--- src/rtl/fifo_sync_ctrl.sv ---
`default_nettype none
// ============================================================================
// Module   : fifo_sync_ctrl
// Brief    : Single-clock show-ahead FIFO controller driving an external
//            storage macro; owns pointers, handshakes and status flags.
// Revision : 1.0 - initial release
// ============================================================================
module fifo_sync_ctrl #(
    parameter int DEPTH    = 8,
    parameter int WIDTH    = 8,
    parameter int AF_LEVEL = DEPTH/2 - 1
) (
    input  logic                       clock,
    input  logic                       reset,
    input  logic                       in_valid,
    output logic                       in_ready,
    input  logic [WIDTH-1:0]           in_data,
    output logic                       out_valid,
    input  logic                       out_ready,
    output logic [WIDTH-1:0]           out_data,
    output logic                       mem_en,
    output logic [$clog2(DEPTH)-2:0]   mem_w_addr,
    output logic [WIDTH-1:0]           mem_w_data,
    output logic [$clog2(DEPTH)-2:0]   mem_r_addr,
    input  logic [WIDTH-1:0]           mem_r_data,
    output logic [$clog2(DEPTH)-1:0]   count,
    output logic                       full,
    output logic                       empty,
    output logic                       almost_full
);

    localparam int             C_PW    = $clog2(DEPTH);
    localparam int             C_AW    = C_PW - 1;
    localparam logic [C_PW-1:0] C_ONE  = C_PW'(1);
    localparam logic [C_PW-1:0] C_AF   = C_PW'(AF_LEVEL);

    logic [C_PW-1:0] r_wptr;
    logic [C_PW-1:0] r_rptr;
    logic            w_push;
    logic            w_pop;
    logic            w_full;
    logic            w_empty;
    logic [C_PW-1:0] w_count;

    // Status is decoded only from registered pointers; the MSB is the wrap bit.
    assign w_empty = (r_wptr == r_rptr);
    assign w_full  = (r_wptr[C_AW-1:0] == r_rptr[C_AW-1:0]) &&
                     (r_wptr[C_AW] != r_rptr[C_AW]);
    assign w_count = r_wptr - r_rptr;

    assign w_push = in_valid & ~w_full;
    assign w_pop  = ~w_empty & out_ready;

    assign in_ready    = ~w_full;
    assign out_valid   = ~w_empty;
    assign out_data    = mem_r_data;
    assign full        = w_full;
    assign empty       = w_empty;
    assign count       = w_count;
    assign almost_full = (w_count >= C_AF);

    // Write strobe is suppressed during reset so discarded traffic never lands.
    assign mem_en     = w_push & ~reset;
    assign mem_w_addr = r_wptr[C_AW-1:0];
    assign mem_w_data = in_data;
    assign mem_r_addr = r_rptr[C_AW-1:0];

    always_ff @(posedge clock) begin
        if (reset) begin
            r_wptr <= '0;
            r_rptr <= '0;
        end else begin
            if (w_push) begin
                r_wptr <= r_wptr + C_ONE;
            end
            if (w_pop) begin
                r_rptr <= r_rptr + C_ONE;
            end
        end
    end

endmodule
`default_nettype wire
--- config.mk ---
export PLATFORM = sky130hd
export DESIGN_NAME = fifo_sync_ctrl
export DESIGN_NICKNAME = d
export VERILOG_FILES = /design/src/rtl/fifo_sync_ctrl.sv
export SDC_FILE = /design/constraint.sdc
export NUM_CORES = 1
export LEC_CHECK = 0
export CORE_ASPECT_RATIO = 1.4
export CORE_MARGIN = 4
export CORE_UTILIZATION = 30
export DETAILED_ROUTE_END_ITERATION = 10
export PLACE_DENSITY = 0.73
export SLEW_MARGIN = 10
export SYNTH_ARGS = -nofsm -noshare
export SYNTH_HDL_FRONTEND = slang
export SYNTH_SLANG_ARGS = --single-unit
--- constraint.sdc ---
create_clock -name clock -period 4.2 [get_ports clock]
set_input_delay 0.42 -clock clock [delete_from_list [all_inputs] [get_ports clock]]
set_output_delay 0.42 -clock clock [all_outputs]
set_load 0.005 [all_outputs]
-- Word-level counts from Yosys, hierarchy flattened
Index checks and enable logic that the tools add are counted.
- register bits after elaboration: 6
- input bits: 20
- word-level logic and storage cells: 16
- $add $sub $neg: 3
- magnitude comparators: 1
- equality and inequality tests: 3
- bitwise operators: 6
- reduce and logical (&&, ||, !) cells: 1
- operators with widths (kind ; count):
    adder 3 x 1 -> 3 bit (second input constant) ; 2
    AND 1 bit ; 3
    equality test 3 bit ; 1
    >= comparator 3 x 2 -> 1 bit (second input constant) ; 1
    NOT 1 bit ; 3
    subtractor 3 bit ; 1
    equality test 2 bit ; 1
    logical AND 1 bit ; 1
    != test 1 bit ; 1

-- Longest topological paths before layout
Gate-level depths: netlist (run 1).
- depth after elaboration: 5
- gate-level depth with buffers: 7

-- Worst setup path after synthesis (run 1)
Ideal clock, no wire load.
- path kind: register to output
- start point: reg r_wptr[0]
- end point: out mem_en
- arrival: 1425 ps
- required time: 3780 ps
- slack: 2355 ps
- cell stages (with the launch flop): 8
- cells stage by stage: dfxtp_1 -> inv_1 -> ha_1 -> and2_1 -> clkbuf_1 -> nand2_1 -> inv_1 -> nor3b_1
- cells in the longest elaborated chain, start to end: 5
- RTL lines (what ; RTL line ; text):
    start: declaration ; 37 ; logic [C_PW-1:0] r_wptr;
    start signal: assignment ; 74 ; r_wptr <= r_wptr + C_ONE;
    equality test 2 bit ; 47 ; assign w_full = (r_wptr[C_AW-1:0] == r_rptr[C_AW-1:0]) &&
    logical AND 1 bit ; 47 ;
    NOT 1 bit ; -- ;
    named net in_ready ; 16 ; output logic in_ready,
    AND 1 bit ; 51 ; assign w_push = in_valid & ~w_full;
    AND 1 bit ; 63 ; assign mem_en = w_push & ~reset;
    end: declaration ; 21 ; output logic mem_en,
The timed path passes the listed nets, and every way through them passes these cells.

-- Worst setup path after layout (run 1)
- start point: reg r_wptr[0]
- end point: out mem_en
- cells in the longest elaborated chain, start to end: 5
- RTL lines (what ; RTL line):
    equality test 2 bit ; 47
    logical AND 1 bit ; 47
    NOT 1 bit ; 51
    AND 1 bit ; 51
    AND 1 bit ; 63
Every way passes these cells.

==> flow_metrics.py, run 1 <==
metrics = {
    "timing": {
        "worstMarginPinSlew_ps": 527,
        "tns_ps": 0,
        "slew_violations": 0,
        "rsz0062_at_grt": "false",
        "finalHoldViolCount": 0,
        "setup_violations": 0,
        "relSlewSlack": 0.648,
        "final.min_clock_period_ps": 2670,
        "finalClockSkew_ps": 1.26,
        "fin_crit_sh": 0.636,
        "fmax_mhz": 375,
    },
    "yosys": {
        "yosysSeqAreaShare": 0.185,
        "synth_mux_area_frac": 0,
        "ys_ff_latch": 6,
        "synth-edff-count": 0,
        "synth_cells": 82,
        "yosys.area_share.simple": 0.273,
        "yosys.area_share.xor_xnor": 0.0519,
        "ys_warn_count": 0,
        "synthAdderAreaFrac": 0.108,
        "async_flop_share": 0,
        "synth_top_family_by_area": "buffers and inverters",
        "synth_compound_area_frac": 0.100,
        "syn-mean-instance-area_um2": 7.93,
        "syn_nets": 107,
        "synth_area_um2": 651,
        "synth_ff_type": "dfxtp_1",
        "netlist-cell-type-count": 27,
    },
    "route": {
        "drt-vias-per-instance": 5.39,
        "met2_length_um": 676,
        "dr.max_layer_used": "met4",
        "drt_iter0_markers": 2,
        "vias": 534,
        "firstDrtPassIters": 4,
        "met3_length_um": 112,
        "wl_per_cell_um": 14.3,
        "drtAntennaViolNets": 0,
        "drt-total-wl_mm": 1.41,
        "wl_met1_um": 571,
        "remaining_drc_errors": 0,
    },
    "critical_path": {
        "worstSetupPathType": "reg -> out",
        "cp-end-kind": "output pin",
        "cp-endpoint": "mem_en",
        "ff2ff_setup_slack_ps": 2380,
        "crit_start": "r_wptr[0]",
        "worst_ep_required_time_ps": 3780,
        "cpMaxStageDelayCell": "clkdlybuf4s50_1",
        "ff2ff_path_depth": 5,
        "critical_path_peak_fanout": 7,
        "crit_path_start_kind": "flip-flop",
        "crit-reg2reg-capture": "r_wptr[1]",
        "crit_path_cell_trace": "inv_1 > ha_1 > and2_1 > nand2_1 > inv_1 > nor3b_1 > clkdlybuf4s50_1",
        "crit_top_cell": "inv_1",
        "max_stage_delay_ps": 540,
        "reg2reg_from": "r_wptr[0]",
        "arrival_ps": 2250,
    },
    "layout": {
        "nFillCells": 198,
        "area_growth_pct": 7.31,
        "multi_input_area_um2": 347,
        "utilization": 0.346,
        "drive_above_1_share": 0.0641,
        "antenna-diode-count": 0,
        "final_nets": 105,
        "seq_area_um2": 120,
        "design_area_um2": 698,
    },
    "placement": {
        "post-dp-hpwl_mm": 1.06,
        "placed_cell_area_um2": 676,
        "portBuffers": 16,
        "gp_congestion": 0.702,
    },
    "hold_path": {
        "hp-class": "reg -> reg",
        "hold_path_depth": 2,
    },
    "cts": {
        "cts_root_buffer": "clkbuf_4",
        "cts.sinks": 6,
        "cts_hold_buf": 0,
        "cts_tree": "built",
        "numCtsBuffers": 3,
        "clk_path_buf_depth": 2,
        "clk_pin_slew_worst_paths_ps": 50,
        "htree_levels": 1,
        "postCtsSetupBuffers": 0,
        "postCtsResizedCells": 0,
        "clock_latency_ps": 250,
    },
    "grt": {
        "grt_max_degree": 18,
        "antenna_found_initial": 0,
        "grt_overflow": 0,
        "grt_usage": 0.105,
        "first_global_vias": 524,
        "grt_pass1_wl_mm": 2.33,
    },
    "floorplan": {
        "core_area_um2": 2020,
        "die_w_um": 47.4,
        "pin_count": 49,
        "dieHeight_um": 63.1,
        "die_area_um2": 2990,
        "std_cell_rows": 19,
        "start_util": 0.322,
    },
    "job": {
        "maxCapViolCount": 0,
    },
    "power_and_ir_drop": {
        "peakVddDrop_uv": 371,
        "p_leak_nw": 0.278,
        "p_per_area_nw_per_um2": 738,
    },
    "run_status": {
        "status": "completed",
    },
}
final cells by class:
class	instances	area share
multi-input combinational	47	0.496
inverter	6	0.0323
clock buffer	3	0.0323
timing repair buffer	16	0.229
tap	21	0.0376
sequential	6	0.172
power by group:
| part | total (W) | internal, W | switching [W] | leakage [nW] |
|---|---|---|---|---|
| Clock | 0.0000564 | 0.0000325 | 0.0000239 | 0.0138 |
| Sequential | 0.0000990 | 0.0000746 | 0.0000245 | 0.0492 |
| Combinational | 0.000360 | 0.000202 | 0.000158 | 0.215 |
| Total | 0.000515 | 0.000309 | 0.000206 | 0.278 |
worst max-delay path: cells and delay by family, from the launching register on:
kind	cells	cell delay, ps
adder cells (fa/ha/maj)	1	380
buffers and inverters	3	680
AND/OR/NAND/NOR	3	540
flip-flops	1	390
cells in the final DEF (no fill, tap or decap), drive strengths merged, types with 2 or more instances in the layout:
| cell type | synthesis | routed |
|---|---|---|
| nor3 | 2 | 2 |
| dfxtp | 6 | 6 |
| or3 | 4 | 4 |
| nand4b | 3 | 3 |
| nand2 | 6 | 6 |
| nand3 | 5 | 5 |
| clkdlybuf4s50 | 0 | 16 |
| ha | 4 | 4 |
| xnor2 | 2 | 2 |
| nor3b | 4 | 4 |
| a31oi | 4 | 4 |
| clkbuf | 3 | 3 |
| inv | 6 | 6 |
state kept, by name, summed over array words and instances, names as in the netlist:
name    flops
r_rptr      3
r_wptr      3
cells in the mapped netlist (2+ instances only):
master	number	area, um2
nand2_1	6	22.5
clkbuf_1	3	11.3
nor3_1	2	10.0
nand3_1	5	25.0
xnor2_1	2	17.5
nand4b_1	3	26.3
ha_1	4	50.1
or3_1	3	18.8
a31oi_1	4	25.0
dfxtp_1	6	120
buf_4	20	150
inv_1	6	22.5
nor3b_1	4	30.0
worst min path at each step:
stage,to,start,slack (ps)
detailed placement,r_wptr[2],r_wptr[2],560
floorplan,r_wptr[2],r_wptr[2],530
CTS,r_wptr[2],r_wptr[2],570
global route,r_wptr[2],r_wptr[2],600
finish,r_wptr[2],r_wptr[2],580
global placement,r_wptr[2],r_wptr[2],550
cell families after synthesis:
kind of cell | count (synthesis)
AO/OA/AOI/OAI | 9
AND/OR/NAND/NOR | 30
flip-flops | 6
XOR/XNOR | 3
buffers and inverters | 29
adder cells (fa/ha/maj) | 5
metrics by stage:
| stage | std cells | hold WS [ps] | setup slack, ps | power [W] |
|---|---|---|---|---|
| floorplan | 82 | 529 | 2360 | 0.000307 |
| global placement | 96 | 548 | 1840 | 0.000448 |
| detailed placement | 96 | 563 | 1830 | 0.000457 |
| CTS | 99 | 575 | 1510 | 0.000519 |
| global route | 99 | 604 | 1300 | 0.000566 |
| finish | 99 | 578 | 1530 | 0.000515 |
per-layer routing:
layer / track usage / up-vias
li1: - / 260
met1: 0.117 / 247
met2: 0.154 / 20
met3: 0.0228 / 7
met4: 0.0934 / 0
met5: 0 / -
Power figures use the tool's default switching activity.
==> inputs of run 2 (changes only) <==
Clock period 4.2 ns to 2.72 ns, I/O delays scaled along.
==> run 2 against run 1 <==
Effect of this change:
- setup slack got worse by 1300 ps
- critical path depth did not move
- worst hold slack got worse by 34 ps
- clock power rose by 53%
- power rose by 52%
- critical path type unchanged
- largest power group unchanged
- highest routed layer unchanged
==> flow_metrics.py, run 2 (same netlist as run 1, synthesis figures left out) <==
metrics = {
    "run_status": {
        "status": "completed",
    },
    "layout": {
        "final_cell_mix": "clkdlybuf4s50_1, inv_1, nand2_1, dfxtp_1, nand3_1",
        "layout.cells.non_filler": 100,
        "utilization": 0.349,
        "nFillCells": 212,
        "area_growth_pct": 8.46,
        "antenna-diode-count": 0,
        "drive_above_1_share": 0.0759,
        "final_nets": 106,
        "layout_commonest_cell": "clkdlybuf4s50_1",
        "reg.largest.list": "r_rptr (3), r_wptr (3)",
    },
    "job": {
        "maxCapViolCount": 0,
    },
    "cts": {
        "postCtsResizedCells": 0,
        "clk_path_buf_depth": 2,
        "postCtsSetupBuffers": 0,
        "clock_latency_ps": 250,
        "cts_tree": "built",
        "numCtsBuffers": 3,
        "clk_pin_slew_worst_paths_ps": 50,
        "cts.sinks": 6,
        "cts_hold_buf": 0,
        "htree_levels": 1,
        "cts_root_buffer": "clkbuf_4",
    },
    "critical_path": {
        "crit-reg2reg-capture": "r_wptr[1]",
        "ff2ff_path_depth": 5,
        "cp-endpoint": "mem_en",
        "cp-end-kind": "output pin",
        "worst_ep_required_time_ps": 2450,
        "critical_path_peak_fanout": 7,
        "worstSetupPathType": "reg -> out",
        "crit_start": "r_wptr[0]",
        "arrival_ps": 2210,
        "reg2reg_from": "r_wptr[0]",
        "crit_path_start_kind": "flip-flop",
        "ff2ff_setup_slack_ps": 980,
    },
    "placement": {
        "post-dp-hpwl_mm": 1.03,
        "gp_congestion": 0.769,
        "post-place-ws_ps": 512,
        "portBuffers": 16,
        "dp_cells": 97,
    },
    "floorplan": {
        "die_w_um": 47.4,
        "die_area_um2": 2990,
        "core_area_um2": 2020,
        "std_cell_rows": 19,
        "start_util": 0.322,
        "dieHeight_um": 63.1,
        "pin_count": 49,
    },
    "timing": {
        "tns_ps": 0,
        "slew_violations": 0,
        "relSlewSlack": 0.750,
        "timing.hold.ws_ps": 544,
        "final.min_clock_period_ps": 2480,
        "setup_violations": 0,
        "fin_crit_sh": 0.912,
        "rsz0062_at_grt": "false",
        "finalHoldViolCount": 0,
        "finalClockSkew_ps": 3.69,
        "finalWorstSetupSlack_ps": 240,
        "fmax_mhz": 403,
        "worstMarginPinSlew_ps": 375,
    },
    "hold_path": {
        "hold_path_depth": 0,
        "hp-class": "in -> out",
    },
    "power_and_ir_drop": {
        "peakVddDrop_uv": 406,
        "p_leak_nw": 0.283,
        "p_per_area_nw_per_um2": 1110,
    },
    "route": {
        "remaining_drc_errors": 0,
        "vias": 534,
        "drtAntennaViolNets": 0,
        "drt-vias-per-instance": 5.34,
        "drt_iter0_markers": 11,
        "drt-total-wl_mm": 1.30,
        "firstDrtPassIters": 4,
        "wl_per_cell_um": 13.0,
    },
    "grt": {
        "antenna_found_initial": 0,
        "grt_overflow": 0,
        "grt_pass1_wl_mm": 2.24,
        "first_global_vias": 500,
        "grt_usage": 0.0996,
        "grt_max_degree": 15,
    },
}
## run 2: cell types whose count changed in the layout (fill, tap and decap cells not counted)
cell	previous run	this run
buf_4	0	1
## run 2: layout make-up
class                      count  area (um2)  share of cell area
sequential                     6         120               0.170
clock buffer                   3        22.5              0.0319
tap                           21        26.3              0.0372
inverter                       6        22.5              0.0319
multi-input combinational     47         347               0.491
timing repair buffer          17         168               0.238
## run 2: worst max-delay path, cell delays in order, from the launching register on
cell	delay, ps
dfxtp_1	410
inv_1	90
ha_1	370
and2_1	230
nand2_1	110
inv_1	60
nor3b_1	180
clkdlybuf4s50_1	530
## run 2: how the worst min path moves through the flow
stage	slack [ps]	from	end
floorplan	470	reset	r_rptr[1]
global placement	540	in_data[7]	mem_w_data[7]
detailed placement	540	in_data[7]	mem_w_data[7]
CTS	540	in_data[7]	mem_w_data[7]
global route	540	mem_r_data[2]	out_data[2]
finish	540	in_data[4]	mem_w_data[4]
## run 2: power by group
part	switching [W]	internal [W]
Clock	0.0000359	0.0000502
Sequential	0.0000384	0.000115
Combinational	0.000230	0.000313
Total	0.000304	0.000478
## run 2: through the flow
stage / total power, W / area, um2
after floorplan: 0.000473 / 651
after global placement: 0.000694 / 683
after detailed placement: 0.000701 / 683
after CTS: 0.000793 / 706
after global routing: 0.000859 / 706
final: 0.000782 / 706
## run 2: metal layers
layer / vias to the layer above / share of wire / global-route usage
li1: 260 / - / -
met1: 253 / 0.42 / 0.130
met2: 17 / 0.47 / 0.138
met3: 4 / 0.088 / 0.0199
met4: 0 / 0.018 / 0.0727
met5: - / 0 / 0
